`src/rtl/output_requant_fifo.sv`:
```
// output_requant_fifo
//   Output stage of the conv accelerator. It takes each accumulator result and its (x,y,ch)
//   tag and requantises the value to IO_DATA_WIDTH: a rounding arithmetic right shift, an
//   optional ReLU, then signed saturation. Each result is registered once (stage P1) and
//   then buffered in a first-word-fall-through FIFO. The host drains the FIFO over a
//   valid/ready handshake.
// Ports
//   clk, arst_in           clock; asynchronous active-high reset
//   clear                  synchronous flush of pipe, FIFO, overflow and sat_count
//   in_valid, in_data      accumulator sample (signed ACC_WIDTH)
//   in_x, in_y, in_ch      sample tags, passed through unchanged
//   stall_req              asks the controller to pause issuing samples (level >= DEPTH-2)
//   out_valid, out_ready   head handshake; a pop happens on out_valid && out_ready
//   out_data, out_x/y/ch   head entry (the last popped entry while the FIFO is empty)
//   level                  FIFO occupancy, 0..FIFO_DEPTH
//   overflow               sticky: a sample was dropped because the FIFO was full
//   sat_count              saturating count of clipped samples
module output_requant_fifo #(
  parameter int ACC_WIDTH     = 32,
  parameter int IO_DATA_WIDTH = 16,
  parameter int OUTPUT_SCALE  = 0,
  parameter int RELU_EN       = 0,
  parameter int FIFO_DEPTH    = 8,
  parameter int X_WIDTH       = 10,
  parameter int Y_WIDTH       = 10,
  parameter int CH_WIDTH      = 6
) (
  input  logic                          clk,
  input  logic                          arst_in,
  input  logic                          clear,
  input  logic                          in_valid,
  input  logic [ACC_WIDTH-1:0]          in_data,
  input  logic [X_WIDTH-1:0]            in_x,
  input  logic [Y_WIDTH-1:0]            in_y,
  input  logic [CH_WIDTH-1:0]           in_ch,
  output logic                          stall_req,
  output logic                          out_valid,
  input  logic                          out_ready,
  output logic [IO_DATA_WIDTH-1:0]      out_data,
  output logic [X_WIDTH-1:0]            out_x,
  output logic [Y_WIDTH-1:0]            out_y,
  output logic [CH_WIDTH-1:0]           out_ch,
  output logic [$clog2(FIFO_DEPTH):0]   level,
  output logic                          overflow,
  output logic [15:0]                   sat_count
);

  localparam int PTR_W = $clog2(FIFO_DEPTH);
  localparam int LVL_W = PTR_W + 1;
  localparam int ENT_W = IO_DATA_WIDTH + X_WIDTH + Y_WIDTH + CH_WIDTH;
  localparam logic [IO_DATA_WIDTH-1:0] SAT_MAX = {1'b0, {(IO_DATA_WIDTH-1){1'b1}}};
  localparam logic [IO_DATA_WIDTH-1:0] SAT_MIN = {1'b1, {(IO_DATA_WIDTH-1){1'b0}}};

  // Requantisation, carried at ACC_WIDTH+1 bits so the rounding add cannot wrap
  logic signed [ACC_WIDTH:0]          acc_ext;
  logic signed [ACC_WIDTH:0]          t_shift;
  logic signed [ACC_WIDTH:0]          t_relu;
  logic [ACC_WIDTH-IO_DATA_WIDTH+1:0] upper;
  logic [IO_DATA_WIDTH-1:0]           req_data;
  logic                               clip;

  assign acc_ext = {in_data[ACC_WIDTH-1], in_data};

  generate
    if (OUTPUT_SCALE > 0) begin : g_round
      localparam logic signed [ACC_WIDTH:0] ROUND_HALF =
        $signed({{ACC_WIDTH{1'b0}}, 1'b1}) <<< (OUTPUT_SCALE - 1);
      logic signed [ACC_WIDTH:0] sum;
      assign sum     = acc_ext + ROUND_HALF;
      assign t_shift = sum >>> OUTPUT_SCALE;
    end else begin : g_pass
      assign t_shift = acc_ext;
    end
  endgenerate

  assign t_relu = (RELU_EN != 0 && t_shift[ACC_WIDTH]) ? '0 : t_shift;

  // The value fits in IO_DATA_WIDTH only when every bit from the output sign bit upward
  // matches that sign bit.
  assign upper = t_relu[ACC_WIDTH:IO_DATA_WIDTH-1];

  always_comb begin
    req_data = t_relu[IO_DATA_WIDTH-1:0];
    clip     = 1'b0;
    if (!(&upper) && (|upper)) begin
      clip     = 1'b1;
      req_data = t_relu[ACC_WIDTH] ? SAT_MIN : SAT_MAX;
    end
  end

  // Stage P1
  logic             p1_valid;
  logic [ENT_W-1:0] p1_entry;

  always_ff @(posedge clk or posedge arst_in) begin
    if (arst_in) begin
      p1_valid  <= 1'b0;
      p1_entry  <= '0;
      sat_count <= '0;
    end else if (clear) begin
      p1_valid  <= 1'b0;
      p1_entry  <= '0;
      sat_count <= '0;
    end else begin
      p1_valid <= in_valid;
      if (in_valid) begin
        p1_entry <= {req_data, in_x, in_y, in_ch};
        if (clip && sat_count != 16'hFFFF) sat_count <= sat_count + 16'd1;
      end
    end
  end

  // FIFO
  logic [ENT_W-1:0] mem [FIFO_DEPTH];
  logic [PTR_W-1:0] wr_ptr;
  logic [PTR_W-1:0] rd_ptr;
  logic [ENT_W-1:0] last_entry;
  logic [ENT_W-1:0] out_entry;
  logic             full;
  logic             pop;
  logic             wr_en;

  assign full      = (level == LVL_W'(FIFO_DEPTH));
  assign out_valid = (level != '0);
  assign pop       = out_valid && out_ready;
  // At full, a same-cycle pop frees the head slot, which is the slot wr_ptr points to.
  assign wr_en     = p1_valid && !clear && (!full || pop);
  assign stall_req = (level >= LVL_W'(FIFO_DEPTH - 2));

  always_ff @(posedge clk) begin
    if (wr_en) mem[wr_ptr] <= p1_entry;
  end

  always_ff @(posedge clk or posedge arst_in) begin
    if (arst_in) begin
      wr_ptr     <= '0;
      rd_ptr     <= '0;
      level      <= '0;
      overflow   <= 1'b0;
      last_entry <= '0;
    end else if (clear) begin
      wr_ptr     <= '0;
      rd_ptr     <= '0;
      level      <= '0;
      overflow   <= 1'b0;
      last_entry <= '0;
    end else begin
      if (wr_en) wr_ptr <= wr_ptr + PTR_W'(1);
      if (pop) begin
        rd_ptr     <= rd_ptr + PTR_W'(1);
        last_entry <= mem[rd_ptr];
      end
      if (wr_en && !pop)      level <= level + LVL_W'(1);
      else if (!wr_en && pop) level <= level - LVL_W'(1);
      if (p1_valid && full && !pop) overflow <= 1'b1;
    end
  end

  // While the FIFO is empty, the outputs show the last popped entry, which is zero after
  // reset or clear.
  assign out_entry = out_valid ? mem[rd_ptr] : last_entry;
  assign {out_data, out_x, out_y, out_ch} = out_entry;

endmodule
```
`config.mk`:
```
export PLATFORM = sky130hd
export DESIGN_NAME = output_requant_fifo
export DESIGN_NICKNAME = d
export VERILOG_FILES = /design/src/rtl/output_requant_fifo.sv
export SDC_FILE = /design/constraint.sdc
export NUM_CORES = 1
export LEC_CHECK = 0
export ABC_AREA = 1
export CORE_AREA = 5 5 184 186
export DETAILED_ROUTE_END_ITERATION = 12
export DIE_AREA = 0 0 189 191
export PLACE_DENSITY = 0.82
export SLEW_MARGIN = 20
export SYNTH_ARGS = -nofsm -noshare
export SYNTH_HDL_FRONTEND = slang
export SYNTH_SLANG_ARGS = --single-unit
```
`constraint.sdc`:
```
create_clock -name clk -period 4.2 [get_ports clk]
set_clock_uncertainty 0.05 [all_clocks]
set_input_delay 0.84 -clock clk [delete_from_list [all_inputs] [get_ports clk]]
set_output_delay 0.84 -clock clk [all_outputs]
set_load 0.1 [all_outputs]
```
==> impl_metrics.toml <==
[job]
cap_violations = 0

[global_routing]
antenna_found_initial = 0
met1_usage = 0.318
grt_util_met3 = 0.0400
grt_pass1_vias = 13100
grt.total_usage = 0.241
grt_use_met2 = 0.409
grt_overflow_total = 0
grt_max_degree = 128
grt_pass1_wl_um = 69400
grt-busiest-layer = "met2"

[route]
vias_per_cell = 6.11
drt_wl_total_um = 43900
drtIter0Drc = 1555
remaining_drc_errors = 0
ant_nets = 0
first_pass_iters = 6
via_count = 13000
wire_per_inst_um = 20.6

[sta]
drv_slew = 0
finalSetupViolCount = 0
worst_slew_margin_rel = 0.328
worst_pin_slew_ns = 1.01
hold_viol_final = 0
hold_slack_ns = 0.473
rsz0062_at_grt = "no"
worst_slack_ns = 0.260
period_share = 0.938
timing.fmax_ghz = 0.254
layout_min_cycle_time_ns = 3.94
tns_ns = 0

[critical_path]
rrSetupSlack_ns = 1.57
end_kind = "output pin"
crit_fanout = 41
startpoint_type = "flip-flop"
reg2reg_to = "level[3]$_DFFE_PP0P_"
rr_startpoint = "level[0]$_DFFE_PP0P_"
crit_type = "flip-flop to output pin"
critPathRequiredTime_ns = 3.31
reg2reg_depth = 13
crit_arrival_ns = 3.05

[placed_design]
dpl.hpwl_um = 25400
post-place-ws_ns = 0.838
place_inst = 2053
gp_congestion = 0.870
io_buffers = 127

[yosys]
synth-main-ff-cell = "edfxtp_1"
yosys_warnings = 0
ys_async_sr_fraction = 0.250
syn_nets = 1658
synthesis.instances = 1589
synth.distinct_cells = 39
synth-seq-cells = 448
synth-edff-count = 336
syn_avg_cell_area_um2 = 11.7
yosysSeqAreaShare = 0.694
netlist_area_um2 = 18600

[cts]
htreeDepth = 2
cts_resized = 0
numCtsBuffers = 43
clockBufferDepth = 3
cts.clk_slew.worst_paths_ns = 0.06
cts.sinks = 448
cts-root-buf = "clkbuf_16"
postCtsSetupRepairBufs = 0
cts_tree = "built"
postCtsHoldBufs = 0
insertion_delay_ns = 0.55

[power]
power_density_nw_per_um2 = 702
peakVddDrop_v = 0.000601
power_mw = 15.5
power_leakage_nw = 8.07

[finish]
stdcell_count = 2133
fillers = 2064
area_growth_syn_to_layout_pct = 18.7
layout-drive-gt1-share = 0.112
final_common_cell = "edfxtp_1"
multiInputGateArea_um2 = 5090
regArea_um2 = 12900
antennaDiodeCount = 0
final_cell_mix = "336 x edfxtp_1, 248 x nor2_1, 193 x nand2_1"
fin_nets = 1759

[floorplanning]
row_count = 66
pin_count = 128
die_h_um = 191
die_w_um = 189
initial_core_util = 0.578
core_um2 = 32100
dieArea_um2 = 36100

[min_path]
hp-class = "flip-flop to flip-flop"
min_from = "last_entry[34]$_DFFE_PP0P_"
hold_depth = 2
holdPathEnd = "last_entry[34]$_DFFE_PP0P_"

[run_status]
status = "finished clean"
-- area by class of cell --
type | instances | share of cell area
clock buffer | 66 | 0.0569
clock inverter | 14 | 0.00596
inverter | 31 | 0.00556
multi-input combinational | 1007 | 0.231
sequential | 448 | 0.585
tap | 408 | 0.0232
timing repair buffer | 159 | 0.0922
-- logic make-up after synthesis --
kind of cell    Yosys count  share of synthesized area
buf+inv                 134                     0.0390
simple gates            573                      0.132
xor+xnor                  6                    0.00283
compound gates          422                      0.128
flops                   448                      0.694
fa+ha+maj                 6                    0.00445
-- synth_stat cells, types with 4 or more instances --
cell type  instances  area share
nand2_2            5      0.0017
buf_2             26      0.0070
buf_6             14      0.0085
xor2_1             4      0.0019
nand2_1          193       0.039
nand3_1           87       0.023
o21ai_1          121       0.033
buf_4             15      0.0061
o211ai_1          42       0.017
nand4_1           11      0.0037
inv_1             25      0.0051
o22ai_1           45       0.015
a22o_1            26       0.012
inv_2              4     0.00081
ha_1               5      0.0034
o21ai_0          181       0.049
dfrtp_1          112        0.15
nor2_1           257       0.052
nand2_4            4      0.0024
clkbuf_1          42      0.0085
edfxtp_1         336        0.54
-- through the flow --
stage | area (µm²) | utilization
after detailed placement | 20700 | 0.643
after global routing | 22000 | 0.686
after CTS | 22000 | 0.686
final | 22000 | 0.686
after floorplan | 18600 | -
after global placement | 20700 | 0.643
-- report_power, final --
| part | switching, mW | leakage (nW) | internal [mW] |
|---|---|---|---|
| Clock | 1.60 | 0.682 | 2.19 |
| Combinational | 4.54 | 2.79 | 1.99 |
| Sequential | 0.198 | 4.60 | 4.97 |
-- metal layers --
layer  vias up  part of all wire
li1       5924                 -
met1      6325              0.39
met2       659              0.50
met3       119             0.082
met4         0             0.033
met5         -                 0
-- worst max-delay path: stages (launching register included) --
cell and delay, ns:
dfrtp_4 0.66, inv_4 0.41, buf_4 0.44, o21ai_0 0.15, o22ai_1 0.23, o21ai_1 0.12, o21ai_1 0.24, buf_12 0.22
-- worst max path at each step --
stage / start / end / slack (ns) / cells after the start
floorplan: level[0]$_DFFE_PP0P_ / out_ch[0] / -0.71 / 5
global placement: out_ready / mem[2][7]$_DFFE_PP_ / 0.91 / 8
detailed placement: out_ready / mem[2][7]$_DFFE_PP_ / 0.84 / 8
CTS: rd_ptr[0]$_DFFE_PP0P_ / out_y[0] / 0.24 / 7
global route: rd_ptr[0]$_DFFE_PP0P_ / out_y[0] / 0.1 / 7
finish: rd_ptr[0]$_DFFE_PP0P_ / out_y[0] / 0.26 / 7
-- sequential cells by signal, summed over array words and instances (netlist names) --
name	cells
rd_ptr	3
overflow	1
sat_count	16
level	4
p1_entry	42
wr_ptr	3
p1_valid	1
mem	336
last_entry	42
Note: power is estimated with default switching activity, not from simulation.
